### src/rtl/io_pkg.sv
// io_pkg: shared pin-sampler constants, FSM encoding and event record sizing
package io_pkg;

    localparam int IO_NUM_OF_DEF = 10;
    localparam int TS_WIDTH_DEF  = 16;

    typedef enum logic [1:0] {
        ST_IDLE = 2'd0,
        ST_ARM  = 2'd1,
        ST_RUN  = 2'd2
    } state_e;

    // An event is {timestamp, masked pins}; the timestamp occupies the upper bits.
    function automatic int evt_width(input int ts_w, input int io_w);
        return ts_w + io_w;
    endfunction

    localparam int EVT_WIDTH_DEF = evt_width(TS_WIDTH_DEF, IO_NUM_OF_DEF);

endpackage

### src/rtl/sync_fifo.sv
// sync_fifo: fall-through FIFO with extra-MSB pointers; a push into a full FIFO is taken only alongside a pop
module sync_fifo #(
    parameter int WIDTH = 8,
    parameter int DEPTH = 16
) (
    input  logic                     clk,
    input  logic                     rst_n,
    input  logic                     wr_en,
    input  logic [WIDTH-1:0]         wr_data,
    output logic                     full,
    input  logic                     rd_en,
    output logic [WIDTH-1:0]         rd_data,
    output logic                     empty,
    output logic [$clog2(DEPTH):0]   level
);

    localparam int AW = $clog2(DEPTH);

    logic [AW:0]      wr_q, rd_q;
    logic [WIDTH-1:0] mem_q [DEPTH];
    logic             do_wr, do_rd;

    assign empty   = wr_q == rd_q;
    assign full    = (wr_q[AW] != rd_q[AW]) && (wr_q[AW-1:0] == rd_q[AW-1:0]);
    assign do_rd   = rd_en && !empty;
    assign do_wr   = wr_en && (!full || do_rd);
    assign level   = wr_q - rd_q;
    assign rd_data = mem_q[rd_q[AW-1:0]];

    // Pointer advance; reset discards all contents.
    always_ff @(posedge clk or negedge rst_n) begin
        if (!rst_n) begin
            wr_q <= '0;
            rd_q <= '0;
        end else begin
            wr_q <= wr_q + {{AW{1'b0}}, do_wr};
            rd_q <= rd_q + {{AW{1'b0}}, do_rd};
        end
    end

    // Storage array, written only on an accepted push.
    always_ff @(posedge clk) begin
        if (do_wr) mem_q[wr_q[AW-1:0]] <= wr_data;
    end

endmodule

### src/rtl/io_pin_sampler.sv
// io_pin_sampler: synchronises pad inputs and logs timestamped change events into a host-drained FIFO
module io_pin_sampler
    import io_pkg::*;
#(
    parameter int IO_NUM_OF  = IO_NUM_OF_DEF,
    parameter int FIFO_DEPTH = 16,
    parameter int TS_WIDTH   = TS_WIDTH_DEF
) (
    input  logic                          clk,
    input  logic                          rst_n,
    input  logic [IO_NUM_OF-1:0]          in_io_inval,
    input  logic [IO_NUM_OF-1:0]          in_io_direction,
    input  logic                          in_enable,
    output logic                          out_evt_valid,
    input  logic                          in_evt_ready,
    output logic [IO_NUM_OF-1:0]          out_evt_pins,
    output logic [TS_WIDTH-1:0]           out_evt_ts,
    output logic                          out_overflow,
    input  logic                          in_overflow_clr,
    output logic [$clog2(FIFO_DEPTH):0]   out_fifo_level
);

    localparam int EW = evt_width(TS_WIDTH, IO_NUM_OF);

    logic [IO_NUM_OF-1:0] sync1_q, sync2_q, last_q, last_d, masked;
    logic [TS_WIDTH-1:0]  ts_q;
    state_e               state_q, state_d;
    logic                 ovf_q, ovf_d;
    logic                 push, pop, full, empty;
    logic [EW-1:0]        rd_data;

    assign masked = sync2_q & ~in_io_direction;
    assign pop    = !empty && in_evt_ready;

    // Next state, commit of the last-seen pin vector and push request.
    always_comb begin
        state_d = state_q;
        last_d  = last_q;
        push    = 1'b0;
        if (!in_enable) begin
            state_d = ST_IDLE;
        end else begin
            case (state_q)
                ST_IDLE: state_d = ST_ARM;
                ST_ARM: begin
                    push    = 1'b1;
                    last_d  = masked;
                    state_d = ST_RUN;
                end
                ST_RUN: begin
                    push   = masked != last_q;
                    last_d = masked;
                end
                default: state_d = ST_IDLE;
            endcase
        end
    end

    // A dropped push sets the sticky flag and takes priority over clear.
    always_comb begin
        ovf_d = (push && full && !pop) ? 1'b1 : (in_overflow_clr ? 1'b0 : ovf_q);
    end

    // Synchroniser, timestamp counter, FSM and overflow registers.
    always_ff @(posedge clk or negedge rst_n) begin
        if (!rst_n) begin
            sync1_q <= '0;
            sync2_q <= '0;
            last_q  <= '0;
            ts_q    <= '0;
            state_q <= ST_IDLE;
            ovf_q   <= 1'b0;
        end else begin
            sync1_q <= in_io_inval;
            sync2_q <= sync1_q;
            last_q  <= last_d;
            ts_q    <= ts_q + 1'b1;
            state_q <= state_d;
            ovf_q   <= ovf_d;
        end
    end

    sync_fifo #(
        .WIDTH (EW),
        .DEPTH (FIFO_DEPTH)
    ) u_fifo (
        .clk     (clk),
        .rst_n   (rst_n),
        .wr_en   (push),
        .wr_data ({ts_q, masked}),
        .full    (full),
        .rd_en   (pop),
        .rd_data (rd_data),
        .empty   (empty),
        .level   (out_fifo_level)
    );

    assign out_evt_valid = !empty;
    assign out_evt_pins  = empty ? '0 : rd_data[IO_NUM_OF-1:0];
    assign out_evt_ts    = empty ? '0 : rd_data[EW-1:IO_NUM_OF];
    assign out_overflow  = ovf_q;

endmodule

### config.mk
export PLATFORM = sky130hd
export DESIGN_NAME = io_pin_sampler
export DESIGN_NICKNAME = d
export VERILOG_FILES = /design/src/rtl/io_pkg.sv /design/src/rtl/sync_fifo.sv /design/src/rtl/io_pin_sampler.sv
export SDC_FILE = /design/constraint.sdc
export NUM_CORES = 1
export LEC_CHECK = 0
export ABC_AREA = 1
export ABC_CLOCK_PERIOD_IN_PS = 3400
export CAP_MARGIN = 0
export CORE_AREA = 2 2 198 200
export DETAILED_ROUTE_END_ITERATION = 8
export DIE_AREA = 0 0 200 202
export PLACE_DENSITY = 0.79
export SETUP_SLACK_MARGIN = 0.5
export SLEW_MARGIN = 20
export SYNTH_ARGS = -nofsm -noshare
export SYNTH_HDL_FRONTEND = slang
export SYNTH_SLANG_ARGS = --single-unit
### constraint.sdc
create_clock -name clk -period 3.4 [get_ports clk]
set_clock_uncertainty 0.15 [all_clocks]
set_input_delay 0.85 -clock clk [delete_from_list [all_inputs] [get_ports clk]]
set_output_delay 0.85 -clock clk [all_outputs]
set_load 0.03 [all_outputs]
# Word-level counts from Yosys, hierarchy flattened
# Memory sizes are Yosys's and may differ from the RTL's.
# Cells that the tools add are included.
[classes] add_sub_neg=4 n_mul=0 div_mod_pow=0 n_lt_le_gt_ge=0 eq_ne=7 shifts=0 mux=10 n_bitwise=2 reduce_logical=14
[ops] cell="16-bit by 1-bit adder with 16-bit output, second input constant" count=1
[ops] cell="16-bit 2-to-1 mux" count=1
[ops] cell="5-bit by 1-bit adder with 5-bit output" count=2
[ops] cell="10-bit bitwise AND" count=1
[ops] cell="10-bit 2-to-1 mux" count=1
[ops] cell="10-bit != test" count=1
[ops] cell="10-bit inverter" count=1
[ops] cell="1-bit logical AND" count=6
[ops] cell="2-bit case mux with 3 select lines" count=1
[ops] cell="5-bit == test" count=1
[ops] cell="1-bit 2-to-1 mux" count=5
[ops] cell="5-bit subtractor" count=1
[ops] cell="4-bit == test" count=1
[ops] cell="1-bit zero test" count=3
[ops] cell="2-bit by 1-bit == test with 1-bit output, second input constant" count=1
[ops] cell="2-bit == test, second input constant" count=1
[ops] cell="2-bit zero test" count=1
[ops] cell="2-bit 2-to-1 mux" count=1
[ops] cell="2-bit != test, second input constant" count=1
[ops] cell="1-bit case mux with 2 select lines" count=1
[ops] cell="2-bit AND reduction" count=1
[ops] cell="2-bit nonzero test" count=1
[ops] cell="2-bit OR reduction" count=1
[ops] cell="1-bit logical OR" count=1
[ops] cell="1-bit != test" count=1
[word_totals] regBits=59 latch_bits=0 mem_bits_rw=416 mem_bits_ro=0 output_inout_bits=33 mem_count=1
[mem_list] memory="u_fifo.mem_q" depth=16 width=26 rd=1 rd_ports_with_merged_regs=0 wr=1 line_no="sync_fifo.sv:20" text="logic [WIDTH-1:0] mem_q [DEPTH];"

# Depth between registers and ports, before layout
# Gate-level depths: netlist (run 1).
[logic_depth] depth_word=8 depth_mapped=17

# Modules after synthesis
# From an unflattened synthesis (run 1), not the netlist that was laid out.
[hier_totals] cells_unflattened=2146 hier_area_um2=21031.4
[by_module_without_submodules] mod="sync_fifo" instances=1 cells_per_inst=1874 area_each_um2=18749.2 seq_area_each_um2=12742.2
[by_module_without_submodules] mod="io_pin_sampler" instances=1 cells_per_inst=272 area_each_um2=2282.2 seq_area_each_um2=1226.2

# Worst setup path after synthesis (run 1)
# OpenSTA, ideal clock, no wires.
[synth_path] path_kind="flip-flop to flip-flop" from="reg u_fifo.rd_q[2]" to="mem u_fifo.mem_q[10][0] (netlist bit) (enable)" t_arrival_ns=2.887 required_ns=2.841 slack_ns=-0.046 path_stages_with_launch=12 synth_period_minus_slack_ns=3.446 cell_sequence="dfrtp_1 -> clkbuf_1 -> inv_2 -> buf_2 -> buf_2 -> ha_1 -> nand4_1 -> nor2_1 -> inv_1 -> nand3_2 -> buf_6 -> nor2_1"
[synth_via] elab_chain_cells=8
[synth_rtl] element="from (decl)" line_no="sync_fifo.sv:19" text="logic [AW:0] wr_q, rd_q;"
[synth_rtl] element="from (signal assigned)" line_no="sync_fifo.sv:37" text="rd_q <= rd_q + {{AW{1'b0}}, do_rd};"
[synth_rtl] element="5-bit == test" line_no="sync_fifo.sv:23" text="assign empty = wr_q == rd_q;"
[synth_rtl] element="1-bit zero test" line_no="sync_fifo.sv:25, io_pin_sampler.sv:33"
[synth_rtl] element="1-bit logical AND" line_no="io_pin_sampler.sv:33" text="assign pop = !empty && in_evt_ready;"
[synth_rtl] element="1-bit logical AND" line_no="sync_fifo.sv:25" text="assign do_rd = rd_en && !empty;"
[synth_rtl] element="1-bit logical OR *" line_no="sync_fifo.sv:26" text="assign do_wr = wr_en && (!full || do_rd);"
[synth_rtl] element="1-bit logical AND *" line_no="sync_fifo.sv:26"
[synth_rtl] element="1-bit 2-to-1 mux *" line_no="sync_fifo.sv:43" text="if (do_wr) mem_q[wr_q[AW-1:0]] <= wr_data;"
[synth_rtl] element="1-bit 2-to-1 mux (implied by the code) *" line_no="sync_fifo.sv:43"
[synth_rtl] element="to (decl)" line_no="sync_fifo.sv:20"
# Every way passes the cells marked *; elsewhere a longest branch is shown, timed or not.

# Worst setup path in the final report (run 1)
[layout_path] from="reg u_fifo.rd_q[0]" to="out out_evt_ts[10]"
[layout_via] elab_chain_cells=2
[layout_rtl] element="memory 16 x 26 bit or 5-bit == test (tied branches)"
[layout_rtl] element="16-bit 2-to-1 mux *" line_no="io_pin_sampler.sv:100" text="assign out_evt_ts = empty ? '0 : rd_data[EW-1:IO_NUM_OF];"
[layout_rtl] element="to (decl)" line_no="io_pin_sampler.sv:17" text="output logic [TS_WIDTH-1:0] out_evt_ts,"
# Marked as above.

==> results of run 1 <==
-- sequential cells by signal, indices dropped and copies added, names as in the netlist --
register,flops
sync2_q,10
sync1_q,10
state_q,2
last_q,10
ts_q,16
u_fifo.mem_q,416
out_overflow,1
u_fifo.rd_q,5
u_fifo.wr_q,5
-- path summary, 6_finish.rpt --
kind	end	slack [ns]	cells after the start
min reg2reg	sync2_q[7]$_DFF_PN0_	0.20	0
max reg2reg	ts_q[12]$_DFF_PN0_	0.52	7
min in group asynchronous	u_fifo.rd_q[0]$_DFF_PN0_	0.22	2
max in group asynchronous	u_fifo.rd_q[2]$_DFF_PN0_	2.08	3
max	out_evt_ts[10]	-0.19	8
min	sync2_q[7]$_DFF_PN0_	0.20	0
-- metrics by stage --
step / setup WS (ns) / util, % / setup TNS (ns) / total power, mW / cell area [um2]
2_1_floorplan: 0.0941 / - / 0 / 11.5 / 19100
3_3_place_gp: 0.209 / 54.0 / 0 / 13.6 / 20700
3_5_place_dp: 0.204 / 54.0 / 0 / 13.9 / 20700
4_1_cts: -0.0399 / 60.8 / -0.398 / 20.8 / 23300
5_1_grt: -0.201 / 63.1 / -3.21 / 23.2 / 24200
6_report: -0.190 / 63.1 / -2.25 / 22.7 / 24200
-- cells by family after synthesis --
| kind of cell | synth area share [%] |
|---|---|
| flip-flops | 73.8 |
| AND/OR/NAND/NOR | 8.33 |
| AO/OA/AOI/OAI | 11.9 |
| buffers and inverters | 3.86 |
| XOR/XNOR | 1.16 |
| adder cells (fa/ha/maj) | 0.966 |
-- Yosys cell counts, drive strengths merged --
| master | instances |
|---|---|
| nand4 | 2 |
| ha | 13 |
| nand2 | 86 |
| xnor2 | 7 |
| nand3b | 1 |
| fa | 1 |
| buf | 47 |
| nor3 | 3 |
| clkbuf | 42 |
| inv | 69 |
| xor2 | 18 |
| nor4 | 1 |
| a21oi | 50 |
| o21ai | 236 |
| nand3 | 53 |
| nor2 | 244 |
| o221ai | 77 |
| edfxtp | 416 |
| o22ai | 16 |
| dfrtp | 59 |
| o211ai | 5 |
| nor3b | 1 |
-- power breakdown --
| part | internal (mW) | switching [mW] |
|---|---|---|
| combinational | 4.57 | 6.48 |
| clock | 2.73 | 2.22 |
| sequential | 6.50 | 0.155 |
-- routing by layer --
layer,wire [um],track usage [%],vias to the layer above
met3,8030,5.66,314
li1,-,-,5622
met2,28800,44.6,1358
met5,0,0,-
met4,4370,16.1,0
met1,19000,33.9,6694
-- what timing repair did --
item / in CTS / in global routing
buffers inserted: 21 / 19
setup endpoints to repair: 32 / 32
pin swaps: 47 / 72
gates resized for setup: 153 / 132
gates cloned: 21 / 16
-- area by class of cell --
type	count	area, um2	area share (%)
Timing Repair Buffer	191	2910	12.0
Tap cell	518	648	2.68
Clock inverter	27	259	1.07
Clock buffer	55	1150	4.77
Timing Repair inverter	1	8.76	0.0362
Sequential cell	475	14000	57.8
Inverter	69	284	1.17
Multi-Input combinational cell	814	4940	20.4
==> results.cfg, run 1 <==
[routing]
vias = 14000
drtIter0Drc = 2665
drt-vias-per-instance = 6.51
firstDrtPassIters = 6
wl_um = 60200
postRouteAntennaNets = 0
drc = 0
wl_per_cell_um = 28.0

[sta]
finalWorstSetupSlack_ns = -0.190
hold_ws_ns = 0.196
maxSlewViolCount = 0
period_minus_slack_ns = 3.59
worst_pin_slew_ns = 0.749
setup-violations-final = 27
finalHoldViolations = 0
fmax_ghz = 0.279
relSlewSlack_pct = 50.1
fin_crit_sh_pct = 106
rsz0062_at_grt = true

[global_route]
grt_pass1_vias = 13700
grt_overflow = 0
grt_usage_pct = 27.4
grt_pass1_wl_um = 81200
grt_max_degree = 72
antenna_found_initial = 0

[die]
die_y_um = 202
core_area_um2 = 38300
io_pins = 58
start_util_pct = 49.4
die_w_um = 200
rows = 72
die_area_um2 = 40400

[place]
gp_congestion = 0.793
dpl.cell_count = 1991
hpwl_um = 25000
port_buffers = 57

[cells_and_area]
synthToLayoutAreaGrowth_pct = 27.8
fin_cells = 2150
nFillCells = 2437
nets = 1635
final_common_cell = edfxtp_1
antennaDiodeCount = 0
mostFrequentLayoutCells = 416 x edfxtp_1, 207 x nor2_1, 153 x o21ai_0
drive_gt1_share_pct = 22.7

[clock_network]
cts.clk_slew.worst_paths_ns = 0.07
clkLatencyLatePin_ns = 0.58
root_buffer = clkbuf_16
cts_made_buffers = 44
cts_max_path_buffers = 3
cts_tree = built
cts_hold_buf = 0
h-tree-depth = 2
cts.sinks = 475

[logic_synthesis]
syn_inst = 1447
ys_seq_elements = 475
syn_area_um2 = 18900
syn_area_per_cell_um2 = 13.1
yosysSeqAreaShare_pct = 73.8
synth_top_area_share_pct = 66.0
synth_area_leaders = edfxtp_1 66%, dfrtp_1 7.8%, o21ai_0 5.6%
ys_types = 31
yosysWarnings = 0
synth_top_area_cell = edfxtp_1
syn_nets = 1486

[critical_path]
crit_slowest_cell = dfrtp_4
criticalPathCategory = reg2out
end_kind = primary output
crit_family = buffers and inverters
path_cells = buf_12, inv_16, bufbuf_16, nor2_1, o221ai_1, nand3_2, a21oi_2, buf_6
critPathArrivalTime_ns = 2.59
critical_path.max_stage_delay_ns = 0.50
required_ns = 2.40
crit_start = u_fifo.rd_q[0]$_DFF_PN0_
cp_max_fo = 21
r2r_start = ts_q[1]$_DFF_PN0_
crit_buf_inv = 4
startpoint_type = flip-flop

[hold_path]
min_path_type = reg2reg
min_from = sync1_q[7]$_DFF_PN0_

[power]
ir_worst_vdd_mv = 0.888
cellPowerDensity_nw_per_um2 = 937
p_leak_nw = 8.51

[status]
violations = setup timing
status = finished, violations left

[run]
max_cap_viol_count = 0
Note: power is estimated with default switching activity, not from simulation.
==> run 2: changes to the inputs <==
--- a/config.mk
+++ b/config.mk
@@ -11,6 +11,7 @@
 export CORE_AREA = 2 2 198 200
 export DETAILED_ROUTE_END_ITERATION = 8
 export DIE_AREA = 0 0 200 202
+export GPL_TIMING_DRIVEN = 0
 export PLACE_DENSITY = 0.79
 export SETUP_SLACK_MARGIN = 0.5
 export SLEW_MARGIN = 20
==> run 2 against run 1 <==
- the run still ends with setup timing left
- non-clock buffer count grew 51
- die area is the same
- cell count grew 2.7%
==> results.cfg, run 2 (same netlist as run 1, synthesis figures left out) <==
[sta]
maxSlewViolCount = 0
worst_pin_slew_ns = 0.910
relSlewSlack_pct = 39.3
fin_tns_setup_ns = -6.28
setup-violations-final = 27
rsz0062_at_grt = true
finalHoldViolations = 0
finalWorstSetupSlack_ns = -0.267
period_minus_slack_ns = 3.67
fin_crit_sh_pct = 108
fmax_ghz = 0.273

[critical_path]
r2r_start = u_fifo.rd_q[1]$_DFF_PN0_
crit_buf_inv = 4
crit_family = compound AO/OA/AOI/OAI gates
r2r_end = u_fifo.wr_q[4]$_DFF_PN0_
crit_cells = 8
startpoint_type = flip-flop
reg2reg_depth = 15
critPathArrivalTime_ns = 2.67
cp_max_fo = 10
end_kind = primary output
rrSetupSlack_ns = 0.51
required_ns = 2.40
path_cells = buf_4, buf_4, buf_6, o21ai_1, o221ai_2, o211ai_1, a21oi_2, buf_6
crit_slowest_cell = dfrtp_2
critical_path.max_stage_delay_ns = 0.48
criticalPathCategory = reg2out

[hold_path]
min_path_type = in2async

[place]
port_buffers = 57
gp_congestion = 0.879
dp_slack_ns = -0.952
hpwl_um = 33700

[clock_network]
h-tree-depth = 2
root_buffer = clkbuf_16
cts.clk_slew.worst_paths_ns = 0.07
clkLatencyLatePin_ns = 0.57
cts.sinks = 475
cts_max_path_buffers = 3
cts_tree = built
cts_made_buffers = 44
cts_hold_buf = 0

[power]
cellPowerDensity_nw_per_um2 = 923
p_leak_nw = 8.50
power_switching_mw = 9.15
comb_power_share_pct = 47.4
clockPowerShare_pct = 22.5
ir_worst_vdd_mv = 0.840
p_int_mw = 13.1
p_sw_share_pct = 41.2
seqPwrFrac_pct = 30.0

[status]
status = finished, violations left
violations = setup timing

[die]
die_w_um = 200
die_area_um2 = 40400
rows = 72
start_util_pct = 49.4
die_y_um = 202
core_area_um2 = 38300
io_pins = 58

[routing]
drtIter0Drc = 3050
vias = 14700
drt-vias-per-instance = 6.67
drc = 0
wl_per_cell_um = 29.8
wl_um = 65900
firstDrtPassIters = 7
postRouteAntennaNets = 0

[cells_and_area]
final_common_cell = edfxtp_1
synthToLayoutAreaGrowth_pct = 27.2
drive_gt1_share_pct = 22.6
nets = 1694
mostFrequentLayoutCells = 416 x edfxtp_1, 220 x nor2_1, 206 x o21ai_0
largest_register_ffs = 416

[run]
max_cap_viol_count = 0

[global_route]
grt_pass1_wl_um = 92700
grt_usage_pct = 32.1
grt_pass1_vias = 14300
antenna_found_initial = 2
grt_overflow = 0
grt_max_degree = 38
run 2: area by class of cell:
cell class                      instances  area (um2)
Buffer                                 89         862
Clock inverter                         26         229
Sequential cell                       475       14000
Multi-Input combinational cell        823        4930
Inverter                               69         283
Timing Repair Buffer                  153        1950
Antenna cell                            2        5.00
Fill cell                            2462       14200
Clock buffer                           54        1180
Tap cell                              518         648
run 2: what timing repair did:
item                                   in CTS  in global routing
setup endpoints to repair                 458                430
pin swaps                                  49                 19
endpoints found under the hold margin       0                  0
gates cloned                               14                  2
setup buffers                              67                 14
gates resized for setup                   389                 51
run 2: through the flow:
step / utilization (%) / std cells / power [mW] / hold slack (ns) / cell area, um2
after CTS: 62.0 / 2191 / 21.1 / 0.0440 / 23700
after floorplan: - / 1447 / 11.5 / 0.181 / 19100
after global routing: 62.8 / 2207 / 22.6 / 0.0451 / 24100
after detailed placement: 53.8 / 2030 / 14.7 / 0.185 / 20600
final: 62.9 / 2209 / 22.2 / 0.0116 / 24100
after global placement: 53.2 / 2022 / 14.5 / 0.184 / 20400
run 2: layer usage:
metal,routed length (um),global-route usage (%)
met1,21100,39.6
met3,9500,8.29
met5,12,0
met2,29400,48.9
met4,5940,23.3
run 2: worst max-delay path by stage:
stage / startpoint / end / slack (ns)
finish: u_fifo.rd_q[1]$_DFF_PN0_ / out_evt_pins[8] / -0.27
global route: u_fifo.rd_q[1]$_DFF_PN0_ / out_evt_valid / -0.26
CTS: u_fifo.rd_q[2]$_DFF_PN0_ / out_evt_valid / -0.12
detailed placement: u_fifo.rd_q[3]$_DFF_PN0_ / out_evt_ts[6] / -0.95
global placement: in_io_direction[7] / u_fifo.mem_q[0][14]$_DFFE_PP_ / -1.62
floorplan: u_fifo.rd_q[3]$_DFF_PN0_ / u_fifo.mem_q[0][0]$_DFFE_PP_ / 0.09
run 2: power by group through the flow:
stage | clock network (mW) | registers [mW] | logic, mW
after floorplan | 0 | 6.72 | 4.74
after global placement | 0 | 6.77 | 7.69
after detailed placement | 0 | 6.77 | 7.92
after CTS | 4.87 | 6.64 | 9.57
after global routing | 5.14 | 6.67 | 10.8
final | 5.01 | 6.67 | 10.5
==> run 3: changes to the inputs <==
--- a/config.mk
+++ b/config.mk
@@ -6,13 +6,13 @@
 export NUM_CORES = 1
 export LEC_CHECK = 0
 export ABC_AREA = 1
-export ABC_CLOCK_PERIOD_IN_PS = 3400
+export ABC_CLOCK_PERIOD_IN_PS = 4000
 export CAP_MARGIN = 0
 export CORE_AREA = 2 2 198 200
 export DETAILED_ROUTE_END_ITERATION = 8
 export DIE_AREA = 0 0 200 202
 export GPL_TIMING_DRIVEN = 0
-export PLACE_DENSITY = 0.79
+export PLACE_DENSITY = 0.76
 export SETUP_SLACK_MARGIN = 0.5
 export SLEW_MARGIN = 20
 export SYNTH_ARGS = -nofsm -noshare
==> constraint.sdc (replaced) <==
create_clock -name clk -period 4 [get_ports clk]
set_clock_uncertainty 0.15 [all_clocks]
set_input_delay 1 -clock clk [delete_from_list [all_inputs] [get_ports clk]]
set_output_delay 1 -clock clk [all_outputs]
set_load 0.03 [all_outputs]
==> run 3 against run 2 <==
- the flow now finishes without violations
- cell area shrank 2.5%
- non-clock buffer count shrank 33
- clock power shrank 14%
- critical endpoint unchanged
- largest cell class unchanged
- highest routed layer is now met4
==> results.cfg, run 3 (same netlist as run 1, synthesis figures left out) <==
[clock_network]
cts.clk_slew.worst_paths_ns = 0.07
cts_made_buffers = 45
clkLatencyLatePin_ns = 0.57
cts.sinks = 475
cts_max_path_buffers = 3
h-tree-depth = 2
root_buffer = clkbuf_16
cts_tree = built

[cells_and_area]
mostFrequentLayoutCells = 416 x edfxtp_1, 223 x nor2_1, 208 x o21ai_0
nFillCells = 2586
final_common_cell = edfxtp_1
largest_register_ffs = 416
drive_gt1_share_pct = 19.6
synthToLayoutAreaGrowth_pct = 24.1
nets = 1653

[sta]
period_minus_slack_ns = 3.93
worst_pin_slew_ns = 1.02
rsz0062_at_grt = true
finalHoldViolations = 0
hold_ws_ns = 0.172
setup-violations-final = 0
finalWorstSetupSlack_ns = 0.0662
fin_tns_setup_ns = 0
maxSlewViolCount = 0
fin_crit_sh_pct = 98.3
fmax_ghz = 0.254
relSlewSlack_pct = 32.3

[global_route]
grt_overflow = 0
grt_usage_pct = 29.5
top_usage_layer = met2
grtUsageMet1_pct = 36.9
grt_pass1_wl_um = 85900
antenna_found_initial = 0
grt_pass1_vias = 13600
grt_use_met2_pct = 46.3
use_met3_pct = 6.99
grt_max_degree = 39

[critical_path]
criticalPathCategory = reg2out
crit_family = buffers and inverters
crit_slowest_cell = clkbuf_1
reg2reg_depth = 11
end_kind = primary output
crit_buf_inv = 4
critical_path.max_stage_delay_ns = 0.75
path_cells = buf_6, buf_4, clkbuf_1, o211ai_1, a21oi_4, buf_6
required_ns = 2.85
r2r_start = u_fifo.rd_q[3]$_DFF_PN0_
cp_max_fo = 10
r2r_end = u_fifo.mem_q[8][8]$_DFFE_PP_
critPathArrivalTime_ns = 2.78
crit_top_cell = buf_6
rrSetupSlack_ns = 0.79
startpoint_type = flip-flop

[die]
rows = 72
io_pins = 58
core_area_um2 = 38300
start_util_pct = 49.4
die_w_um = 200
die_area_um2 = 40400
die_y_um = 202

[routing]
drt-vias-per-instance = 6.46
drc = 0
vias = 14000
firstDrtPassIters = 8
wl_per_cell_um = 28.0
drtIter0Drc = 2329
postRouteAntennaNets = 0
wl_um = 60700

[power]
cellPowerDensity_nw_per_um2 = 791
p_leak_nw = 8.28
ir_worst_vdd_mv = 0.755

[place]
hpwl_um = 35900
dp_slack_ns = -0.955
port_buffers = 57
gp_congestion = 0.873

[status]
status = finished clean

[run]
max_cap_viol_count = 0

[hold_path]
min_path_type = in2async
run 3: cell types whose count changed in the layout (fill, tap and decap cells not counted), sizes merged, moves of 3 or more:
cell,before,now
buf,171,143
clkbuf,99,103
clkinv,21,17
clkinvlp,3,0
inv,67,70
nor2,253,244
run 3: how the worst max path moves through the flow:
stage | depth (start not counted) | start | to | slack [ns]
floorplan | 11 | in_io_direction[0] | u_fifo.mem_q[10][0]$_DFFE_PP_ | 0.50
global placement | 12 | in_io_direction[5] | u_fifo.mem_q[7][12]$_DFFE_PP_ | -1.60
detailed placement | 9 | u_fifo.rd_q[1]$_DFF_PN0_ | out_evt_ts[6] | -0.96
CTS | 11 | u_fifo.rd_q[2]$_DFF_PN0_ | out_evt_ts[1] | 0.28
global route | 6 | u_fifo.rd_q[3]$_DFF_PN0_ | out_evt_pins[8] | 0.10
finish | 6 | u_fifo.rd_q[3]$_DFF_PN0_ | out_evt_pins[8] | 0.07
run 3: per-stage QoR:
stage	util [%]	power (mW)	instance area, um2	instances
2_1_floorplan	-	9.50	18900	1447
3_3_place_gp	52.6	12.1	20100	2022
3_5_place_dp	54.1	12.3	20700	2039
4_1_cts	60.4	17.7	23100	2150
5_1_grt	61.3	19.0	23500	2168
6_report	61.3	18.6	23500	2169
run 3: per-layer routing:
layer | share of wire [%] | wire [um]
met5 | 0 | 0
met4 | 7.2 | 4360
met3 | 14 | 8430
met2 | 46 | 28100
met1 | 33 | 19800
run 3: layout make-up:
type | count | area (um2) | area share (%)
Sequential cell | 475 | 14000 | 59.5
Multi-Input combinational cell | 814 | 4850 | 20.6
Timing Repair Buffer | 120 | 1530 | 6.52
Clock buffer | 62 | 1290 | 5.51
Buffer | 89 | 732 | 3.12
Tap cell | 518 | 648 | 2.76
Inverter | 69 | 274 | 1.17
Clock inverter | 21 | 175 | 0.746
Antenna cell | 1 | 2.50 | 0.0107
run 3: worst reg2reg max path: cells and delay by family, from the launching register on:
kind | cells | cell delay [ns]
simple gates | 4 | 1.00
flops | 1 | 0.40
buf+inv | 6 | 1.08
fa+ha+maj | 1 | 0.25
run 3: power by group:
| group | switching [mW] | total (mW) | leakage [nW] | internal [mW] |
|---|---|---|---|---|
| Combinational | 5.59 | 8.60 | 2.98 | 3.01 |
| Clock | 1.84 | 4.29 | 0.723 | 2.45 |
| Sequential | 0.155 | 5.68 | 4.58 | 5.52 |
run 3: timing repair:
| action | CTS | global route |
|---|---|---|
| buffers inserted | 25 | 18 |
| hold buffers | 0 | 0 |
| gates resized for setup | 370 | 46 |
| pin swaps | 12 | 23 |
| gates cloned | 3 | 0 |
| setup endpoints to repair | 444 | 180 |
| hold endpoints to repair | 0 | 0 |
